**src/rtl/alu_pkg.sv**
```systemverilog
// Shared opcode and issuer FSM definitions for the ALU command front-end.
// Latency: n/a (types and constants only).
// Backpressure: n/a.
package alu_pkg;

    typedef logic [1:0] alu_op_t;

    localparam alu_op_t ALU_OP_ADD = 2'b00;
    localparam alu_op_t ALU_OP_SUB = 2'b01;
    localparam alu_op_t ALU_OP_AND = 2'b10;
    localparam alu_op_t ALU_OP_OR  = 2'b11;

    typedef enum logic [1:0] {
        IDLE  = 2'b00,
        ISSUE = 2'b01,
        WAIT  = 2'b10,
        HOLD  = 2'b11
    } issuer_state_t;

endpackage

```
**src/rtl/cmd_fifo.sv**
```systemverilog
// Synchronous command FIFO with push/pop, full/empty flags and occupancy count.
// Latency: an entry pushed at one edge is presented on pop_dat from the next cycle.
// Backpressure: pushes while full and pops while empty are ignored.
module cmd_fifo #(
    parameter int WIDTH = 10,
    parameter int DEPTH = 4
) (
    input  logic                       clk,
    input  logic                       reset,
    input  logic                       push,
    input  logic [WIDTH-1:0]           push_dat,
    input  logic                       pop,
    output logic [WIDTH-1:0]           pop_dat,
    output logic                       full,
    output logic                       empty,
    output logic [$clog2(DEPTH+1)-1:0] count
);

    localparam int AW = (DEPTH > 1) ? $clog2(DEPTH) : 1;
    localparam int CW = $clog2(DEPTH + 1);

    logic [WIDTH-1:0] mem [DEPTH];
    logic [AW-1:0]    wr_ptr;
    logic [AW-1:0]    rd_ptr;
    logic             do_push;
    logic             do_pop;

    assign full    = (count == CW'(DEPTH));
    assign empty   = (count == '0);
    assign do_push = push && !full;
    assign do_pop  = pop && !empty;
    assign pop_dat = mem[rd_ptr];

    // Storage: only accepted pushes write; contents need no reset since
    // nothing is read while the FIFO is empty.
    always_ff @(posedge clk) begin
        if (do_push) begin
            mem[wr_ptr] <= push_dat;
        end
    end

    // Pointers wrap naturally because DEPTH is a power of two.
    always_ff @(posedge clk) begin
        if (reset) begin
            wr_ptr <= '0;
            rd_ptr <= '0;
            count  <= '0;
        end else begin
            if (do_push) begin
                wr_ptr <= wr_ptr + AW'(1);
            end
            if (do_pop) begin
                rd_ptr <= rd_ptr + AW'(1);
            end
            case ({do_push, do_pop})
                2'b10:   count <= count + CW'(1);
                2'b01:   count <= count - CW'(1);
                default: count <= count;
            endcase
        end
    end

endmodule

```
**src/rtl/alu_cmd_issuer.sv**
```systemverilog
// Buffers ALU commands, issues each with a one-cycle en pulse and presents the tagged result.
// Latency: push edge to res_valid is 3+ALU_LAT cycles from idle; one result per ALU_LAT+2 cycles.
// Backpressure: cmd_ready drops when the FIFO is full; a result is held stable until res_ready.
module alu_cmd_issuer
    import alu_pkg::*;
#(
    parameter int W       = 4,
    parameter int DEPTH   = 4,
    parameter int ALU_LAT = 1
) (
    input  logic         clk,
    input  logic         reset,
    input  logic         cmd_valid,
    output logic         cmd_ready,
    input  logic [W-1:0] cmd_a,
    input  logic [W-1:0] cmd_b,
    input  alu_op_t      cmd_op,
    output logic [W-1:0] alu_inA,
    output logic [W-1:0] alu_inB,
    output alu_op_t      alu_op,
    output logic         alu_en,
    input  logic [W-1:0] alu_ans,
    output logic         res_valid,
    input  logic         res_ready,
    output logic [W-1:0] res_data,
    output alu_op_t      res_op,
    output logic         busy
);

    localparam int FW = 2 * W + 2;
    localparam int CW = $clog2(DEPTH + 1);
    localparam int LW = (ALU_LAT > 1) ? $clog2(ALU_LAT) : 1;
    localparam logic [LW-1:0] WAIT_LAST = LW'(ALU_LAT - 1);

    issuer_state_t state;
    logic [LW-1:0] wait_cnt;
    logic          has_cmd_q;
    logic          issue_go;
    logic [FW-1:0] fifo_dat;
    logic          fifo_full;
    logic          fifo_empty;
    logic [CW-1:0] fifo_count;

    cmd_fifo #(
        .WIDTH (FW),
        .DEPTH (DEPTH)
    ) u_cmd_fifo (
        .clk      (clk),
        .reset    (reset),
        .push     (cmd_valid),
        .push_dat ({cmd_a, cmd_b, cmd_op}),
        .pop      (issue_go),
        .pop_dat  (fifo_dat),
        .full     (fifo_full),
        .empty    (fifo_empty),
        .count    (fifo_count)
    );

    assign cmd_ready = !fifo_full;
    assign busy      = (fifo_count != '0) || (state != IDLE);

    // From IDLE the issue decision uses last cycle's occupancy, giving a fresh
    // command one settle cycle; from HOLD the live flag keeps back-to-back issue.
    // has_cmd_q cannot be stale in IDLE: no pop happens while idle or on HOLD->IDLE.
    assign issue_go = ((state == IDLE) && has_cmd_q && !fifo_empty) ||
                      ((state == HOLD) && res_ready && !fifo_empty);

    // Issuer FSM with registered ALU drive and result outputs.
    always_ff @(posedge clk) begin
        if (reset) begin
            state     <= IDLE;
            wait_cnt  <= '0;
            has_cmd_q <= 1'b0;
            alu_en    <= 1'b0;
            alu_inA   <= '0;
            alu_inB   <= '0;
            alu_op    <= ALU_OP_ADD;
            res_valid <= 1'b0;
            res_data  <= '0;
            res_op    <= ALU_OP_ADD;
        end else begin
            has_cmd_q <= !fifo_empty;
            alu_en    <= issue_go;
            if (issue_go) begin
                {alu_inA, alu_inB, alu_op} <= fifo_dat;
            end
            case (state)
                IDLE: begin
                    if (issue_go) begin
                        state <= ISSUE;
                    end
                end
                ISSUE: begin
                    state    <= WAIT;
                    wait_cnt <= '0;
                end
                WAIT: begin
                    if (wait_cnt == WAIT_LAST) begin
                        res_data  <= alu_ans;
                        res_op    <= alu_op;
                        res_valid <= 1'b1;
                        state     <= HOLD;
                    end else begin
                        wait_cnt <= wait_cnt + LW'(1);
                    end
                end
                HOLD: begin
                    if (res_ready) begin
                        res_valid <= 1'b0;
                        state     <= issue_go ? ISSUE : IDLE;
                    end
                end
                default: state <= IDLE;
            endcase
        end
    end

endmodule

```
**config.mk**
```make
export PLATFORM = sky130hd
export DESIGN_NAME = alu_cmd_issuer
export DESIGN_NICKNAME = d
export VERILOG_FILES = /design/src/rtl/alu_pkg.sv /design/src/rtl/cmd_fifo.sv /design/src/rtl/alu_cmd_issuer.sv
export SDC_FILE = /design/constraint.sdc
export NUM_CORES = 1
export LEC_CHECK = 0
export BUFFER_PORTS_ARGS = -buffer_cell sky130_fd_sc_hd__buf_2
export CORE_MARGIN = 8
export CORE_UTILIZATION = 38
export CTS_BUF_LIST = sky130_fd_sc_hd__clkbuf_4 sky130_fd_sc_hd__clkbuf_8
export DETAILED_ROUTE_END_ITERATION = 16
export PLACE_DENSITY = 0.64
export SYNTH_ARGS = -nofsm -noshare
export SYNTH_HDL_FRONTEND = slang
export SYNTH_SLANG_ARGS = --single-unit
```
**constraint.sdc**
```tcl
create_clock -name clk -period 3.36 [get_ports clk]
set_input_delay 0.672 -clock clk [delete_from_list [all_inputs] [get_ports clk]]
set_output_delay 0.672 -clock clk [all_outputs]
set_load 0.1 [all_outputs]
```
# After elaboration in Yosys (flattened, before gate mapping)
# Memory sizes are Yosys's and may differ from the RTL's. A register that Yosys moved wholly into a read port is not among the register bits.
# Cells that the tools add are included.
[totals] ff_bits=19 ramBits=40 input_bits=18 output_inout_bits=20 elab_cells=59 n_memories=1
[memory_table] memory="u_cmd_fifo.mem" words=4 word_bits=10 read_ports=1 rd_clocked_by_memory_dff=1 wr=1 line_no="cmd_fifo.sv:22" source="logic [WIDTH-1:0] mem [DEPTH];"
[classes] n_addsub=5 n_eq_ne=9 mux=13 bitwise_logic=1 n_reduce_logical=20
[op_table] operator="one-hot mux 2 bit (4 select lines)" n=1
[op_table] operator="nonzero test 2 bit" n=4
[op_table] operator="== test 2 bit (second input constant)" n=3
[op_table] operator="logical AND 1 bit" n=6
[op_table] operator="two-way mux 1 bit" n=6
[op_table] operator="two-way mux 2 bit" n=3
[op_table] operator="!= test 2 bit (second input constant)" n=3
[op_table] operator="one-hot mux 3 bit (2 select lines)" n=1
[op_table] operator="AND reduction 3 bit" n=2
[op_table] operator="adder 2 x 1 -> 2 bit (second input constant)" n=2
[op_table] operator="== test 2 x 1 -> 1 bit (second input constant)" n=2
[op_table] operator="one-hot mux 1 bit (2 select lines)" n=2
[op_table] operator="adder 3 x 1 -> 3 bit (second input constant)" n=1
[op_table] operator="== test 3 bit (second input constant)" n=1
[op_table] operator="logical NOT 3 bit" n=1
[op_table] operator="nonzero test 3 bit" n=1
[op_table] operator="subtractor 3 x 1 -> 3 bit (second input constant)" n=1
[op_table] operator="logical NOT 1 bit" n=2
[op_table] operator="logical NOT 2 bit" n=1
[op_table] operator="logical OR 1 bit" n=2
[op_table] operator="AND reduction 2 bit" n=1
[op_table] operator="adder 1 bit (second input constant)" n=1
[op_table] operator="inverter 1 bit" n=1

# Logic depth before layout (Yosys ltp)
[logic_depth] depth_word=7 depth_mapped=11 mapped_depth_nobuf=10

# By module
# A second synthesis with hierarchy kept.
[hier_totals] cells_unflattened=192 area_unflattened_um2=2782.7
[modules_own_cells] module="cmd_fifo" instances=1 cells_each=106 area_each_um2=1919.3 seq_area_each_um2=1381.3
[modules_own_cells] module="alu_cmd_issuer" instances=1 cells_each=86 area_each_um2=863.3 seq_area_each_um2=420.4

# Worst setup path after synthesis
# OpenSTA, ideal clock, no wires.
[synth_timing] path_kind="input to register" from="in res_ready" to="reg u_cmd_fifo.count[2]" setup_ps=71 arrival_ps=2473 required_time_ps=3289 slack_ps=817 cell_stages=9 n_path_buf=1 cell_sequence="a22oi_1 or2_1 inv_2 buf_4 ha_1 fa_1 xnor2_1 or3_2 a21oi_1"
[synth_via] elab_chain_cells=6 word_cells_on_any_way=8 cone_classes="eq/ne: 2; mux: 1; reduce/logical: 5"
[synth_lines] element="from (decl)" line_no="alu_cmd_issuer.sv:24" source="input logic res_ready,"
[synth_lines] element="logical AND 1 bit (*) (2 in series)" line_no="alu_cmd_issuer.sv:66" source="((state == HOLD) && res_ready && !fifo_empty);"
[synth_lines] element="logical OR 1 bit (*)" line_no="alu_cmd_issuer.sv:65" source="assign issue_go = ((state == IDLE) && has_cmd_q && !fifo_empty) ||"
[synth_lines] element="logical AND 1 bit (*)" line_no="cmd_fifo.sv:31" source="assign do_pop = pop && !empty;"
[synth_lines] element="named net u_cmd_fifo.do_pop" line_no="cmd_fifo.sv:26" source="logic do_pop;"
[synth_lines] element="== test 2 x 1 -> 1 bit or == test 2 bit (tied branches)" line_no="cmd_fifo.sv:55" source="case ({do_push, do_pop})"
[synth_lines] element="one-hot mux 3 bit (2 select lines) or nonzero test 2 bit (tied branches)"
[synth_lines] element="to (signal assigned)" line_no="cmd_fifo.sv:56" source="2'b10: count <= count + CW'(1);"
[synth_lines] element="to (signal assigned)" line_no="cmd_fifo.sv:57" source="2'b01: count <= count - CW'(1);"
[synth_lines] element="to (signal assigned)" line_no="cmd_fifo.sv:58" source="default: count <= count;"
[synth_lines] element="to (decl)" line_no="cmd_fifo.sv:16" source="output logic [$clog2(DEPTH+1)-1:0] count"
# The timed path passes the listed nets; every way through them passes the cells marked *.
# A chain may end at the register's enable or synchronous reset.

# Worst setup path in the final report
[layout_timing] from="reg state[1]" to="reg u_cmd_fifo.count[2]"
[layout_via] elab_chain_cells=7 word_cells_on_any_way=12 cone_classes="eq/ne: 3; mux: 1; reduce/logical: 8"
[layout_lines] element="from (decl)" line_no="alu_cmd_issuer.sv:35" source="issuer_state_t state;"
[layout_lines] element="from (signal assigned)" line_no="alu_cmd_issuer.sv:110" source="state <= issue_go ? ISSUE : IDLE;"
[layout_lines] element="== test 2 bit or logical NOT 2 bit (tied branches)" line_no="alu_cmd_issuer.sv:66, alu_cmd_issuer.sv:65"
[layout_lines] element="logical AND 1 bit (on tied branches) (2 in series)" line_no="alu_cmd_issuer.sv:66, alu_cmd_issuer.sv:65"
[layout_lines] element="logical OR 1 bit (*)" line_no="alu_cmd_issuer.sv:65"
[layout_lines] element="logical AND 1 bit (*)" line_no="cmd_fifo.sv:31"
[layout_lines] element="== test 2 x 1 -> 1 bit or == test 2 bit (tied branches)" line_no="cmd_fifo.sv:55"
[layout_lines] element="one-hot mux 3 bit (2 select lines) or nonzero test 2 bit (tied branches)"
# Mark *: on every way between the ends. The rest lies on a longest branch, timed or not.

==> impl_summary.txt <==
----------------------------------------------------
[Run status]
  Result of the run ... completed

[Cells and area]
  Layout Cells excl Fill ... roughly 330
  Fraction of final layout cells with drive strength greater than 1 ... 31.5%
  Synth-to-layout area growth ... 16.0%
  Antenna diode count ... 0
  Post-layout nets ... approximately 260
  Commonest non-fill, non-tap cells in the layout ... sky130_fd_sc_hd__edfxtp_1, sky130_fd_sc_hd__buf_2, sky130_fd_sc_hd__dfxtp_1
  Filler cell count ... a little over 600
  Most frequent standard cell in the layout excluding fill and tap cells ... sky130_fd_sc_hd__edfxtp_1

[Timing]
  Sum of negative setup slack ... 0 ns
  Measured slew at the worst slew-check pin ... between 0.7 and 0.8 ns
  Period utilisation layout ... 79.6%
  Fin crit period ... between 2 and 3 ns
  Final count of pins violating max slew ... 0
  Setup repair after global routing missed its margin ... false
  Fmax ... 374 MHz
  Number of endpoints with negative hold slack in the final report ... 0
  Relative slew margins ... 46.9%
  Clock Skew ... 0.00639 ns
  Number of setup violations in the final report ... 0

[Clock network]
  Resized cells post-CTS ... 0
  Maximum root-to-sink buffer count ... 2
  Maximum level of the CTS H-tree ... 3
  CTS tree ... done
  Post-CTS clock slew at the launch and capture registers of the worst setup and hold paths ... 0.07 ns
  Clock root buffer ... sky130_fd_sc_hd__clkbuf_8
  Setup Buffers After CTS ... 0
  # hold bufs at CTS ... 0
  Clk Latency, worst-skew pair ... 0.33 ns
  CTS buffer count ... 9
  Number of sinks handled by clock tree synthesis ... 68

[Worst hold path]
  Tightest Hold Check Type ... flop to flop
  Number of cells on the worst hold path ... 2
  Startpoint of the worst hold path ... alu_inB[2]
  Worst Hold End ... alu_inB[2]

[Floorplan]
  Standard-cell rows ... 30
  Total core area ... 6790 µm²
  Die footprint ... 9980 µm²
  Chip height ... 99.9 µm
  Effective utilization at floorplan ... 39.4%
  Die boundary width ... 99.9 µm
  IO Count ... 38

[Worst setup path]
  Reg2reg setup slack ... 0.69 ns
  Worst-path fanout max ... 13
  Kind of critical path ... flop to flop
  Source of the worst register-to-register timing path ... state[1]
  Stage delay of the slowest cell on the critical path ... 0.41 ns
  Crit-path cells ... inv_1, ha_1, a22oi_1, or2_1, inv_2, ha_1, fa_1, xnor2_1, or3_2, a21oi_1
  Required time worst endpoint ... 3.62 ns
  Origin of the worst setup path ... state[1]
  R2r endpoint ... u_cmd_fifo.count[2]
  Arrival time of the worst setup path ... 2.94 ns
  Slowest cell on the critical path ... sky130_fd_sc_hd__dfxtp_1
  Reg2reg path depth ... 10
  Most common cell type on the critical path ... sky130_fd_sc_hd__ha_1
  Crit start category ... flop
  Kind of end point of the critical path ... flop

[Detailed routing]
  Average routed wire per standard cell ... 14.4 µm
  Antenna Nets Post-Route ... 0
  DR vias ... 1526
  Wire length reported by the detailed router ... around 4700 µm
  Starting DRT DRC Count ... 77
  Vias per inst ... 4.65
  Detailed Routing Iterations Pass 1 ... 4
  DRC errors left ... 0

[Pwr]
  VDD IR max ... approximately 0.00023 V
  Pleak ... ~1.2 nW
  Cell area power density ... roughly 770 nW/µm²

[Yosys]
  Number of different library cells in the post-synthesis netlist ... 33
  Netlist area before placement ... 2680 µm²
  Warning count from the yosys run ... 0
  Avg Inst Size Synth ... 14.3 µm²
  Synthesized instance count ... about 190
  Number of synthesized register bits ... a little under 70
  Post-synthesis net count ... 215
  Share of the yosys chip area belonging to registers ... 65.8%

[Placement]
  Placer's final routability congestion estimate ... 0.733
  Total half-perimeter wirelength after legalization and detailed placement ... 3180 µm
  Placed cell count ... between 300 and 400
  Total of buffers placed on input and output ports ... 37

[Job]
  Number of max-cap violations ... 0

[GRT]
  Pin count of the biggest net entering global routing ... 30
  Total overflow reported by the global router ... 0
  Number of global-route vias before repair ... 1560
  Global Route Usage Sum ... approximately a tenth
  Antenna violations before repair ... 1
  First-pass GRT wire length ... 8020 µm

----------------------------------------------------
-- worst max path at each step --
stage | to | slack, ns | depth (start not counted)
2_1_floorplan | u_cmd_fifo.count[2] | 0.82 | 9
3_3_place_gp | u_cmd_fifo.count[2] | 0.70 | 9
3_5_place_dp | u_cmd_fifo.count[2] | 0.64 | 9
4_1_cts | u_cmd_fifo.count[2] | 0.66 | 10
5_1_grt | u_cmd_fifo.count[2] | 0.52 | 10
6_report | u_cmd_fifo.count[2] | 0.69 | 10
-- per-layer routing --
layer	global-route usage, %	up-vias	part of all wire (%)
met4	7.33	2	2.6
met1	12.4	725	45
met5	0	-	0.27
met2	15.5	36	46
li1	-	749	-
met3	3.81	14	6.5
-- sequential cells by signal, summed over array words and instances, names as in the netlist --
| signal | count |
|---|---|
| alu_en | 1 |
| alu_inA | 4 |
| alu_inB | 4 |
| alu_op | 2 |
| has_cmd_q | 1 |
| res_data | 4 |
| res_op | 2 |
| res_valid | 1 |
| state | 2 |
| u_cmd_fifo.count | 3 |
| u_cmd_fifo.mem | 40 |
| u_cmd_fifo.rd_ptr | 2 |
| u_cmd_fifo.wr_ptr | 2 |
-- synthesized netlist by cell type --
master,instances,area [µm²]
sky130_fd_sc_hd__ha_1,9,113
sky130_fd_sc_hd__mux2i_1,8,80.1
sky130_fd_sc_hd__nor2b_1,1,6.26
sky130_fd_sc_hd__buf_4,3,22.5
sky130_fd_sc_hd__fa_1,1,20.0
sky130_fd_sc_hd__a21oi_2,1,8.76
sky130_fd_sc_hd__xnor2_1,4,35.0
sky130_fd_sc_hd__nor3_2,1,10.0
sky130_fd_sc_hd__and3_2,4,30.0
sky130_fd_sc_hd__inv_1,5,18.8
sky130_fd_sc_hd__o32ai_1,1,8.76
sky130_fd_sc_hd__and2_4,1,8.76
sky130_fd_sc_hd__xor2_1,1,8.76
sky130_fd_sc_hd__nand2_1,23,86.3
sky130_fd_sc_hd__or3_1,1,6.26
sky130_fd_sc_hd__or3_2,1,7.51
sky130_fd_sc_hd__dfxtp_1,28,561
sky130_fd_sc_hd__mux4_2,10,225
sky130_fd_sc_hd__nor3_1,1,5.00
sky130_fd_sc_hd__nand2_2,1,6.26
sky130_fd_sc_hd__or2_1,1,6.26
sky130_fd_sc_hd__nor2_1,14,52.6
sky130_fd_sc_hd__a21oi_1,14,70.1
sky130_fd_sc_hd__o31ai_1,1,7.51
sky130_fd_sc_hd__inv_2,1,3.75
sky130_fd_sc_hd__o21ai_0,1,5.00
sky130_fd_sc_hd__or3b_4,1,11.3
sky130_fd_sc_hd__clkbuf_1,5,18.8
sky130_fd_sc_hd__nor3b_1,1,7.51
sky130_fd_sc_hd__a22oi_1,1,7.51
sky130_fd_sc_hd__edfxtp_1,40,1200
sky130_fd_sc_hd__clkinv_4,1,8.76
sky130_fd_sc_hd__a22o_1,1,8.76
-- area by class of cell --
class                           instances  area, µm²  area share (%)
Clock buffer                           11        139            4.47
Sequential cell                        68       1760            56.8
Tap cell                               96        120            3.87
Clock inverter                          4       17.5           0.564
Timing Repair Buffer                   38        193            6.21
Multi-Input combinational cell        104        842            27.1
Inverter                                7       31.3            1.01
-- power breakdown --
group,total (mW),switching (mW),internal (mW)
sequential,1.07,0.0858,0.987
clock,0.545,0.272,0.272
combinational,0.763,0.542,0.220
total,2.38,0.900,1.48
-- critical path, delay by kind of cell (launching register included) --
kind	cells	cell delay, ns
compound gates	2	0.41
xor+xnor	1	0.14
fa+ha+maj	3	0.86
buf+inv	2	0.20
flops	1	0.41
simple gates	2	0.58
-- metrics by stage --
step / worst slack [ns] / total power, mW / instance area (µm²) / utilization (%) / hold WS [ns]
3_5_place_dp: 0.640 / 1.86 / 2950 / 43.4 / 0.447
5_1_grt: 0.521 / 2.51 / 3100 / 45.7 / 0.477
4_1_cts: 0.664 / 2.41 / 3100 / 45.7 / 0.457
3_3_place_gp: 0.697 / 1.85 / 2950 / 43.4 / 0.447
6_report: 0.687 / 2.38 / 3100 / 45.7 / 0.453
2_1_floorplan: 0.817 / 1.72 / 2680 / - / 0.474
-- cells by family (layout without fill, tap and decap cells) --
family	after synthesis	after routing	synth area share [%]
AO/OA/AOI/OAI	20	20	4.35
flip-flops	68	68	65.8
AND/OR/NAND/NOR	51	51	9.12
buffers and inverters	15	60	2.71
multiplexers	18	18	11.4
XOR/XNOR	5	5	1.64
adder cells (fa/ha/maj)	10	10	4.96
Note: power is estimated with default switching activity, not from simulation.
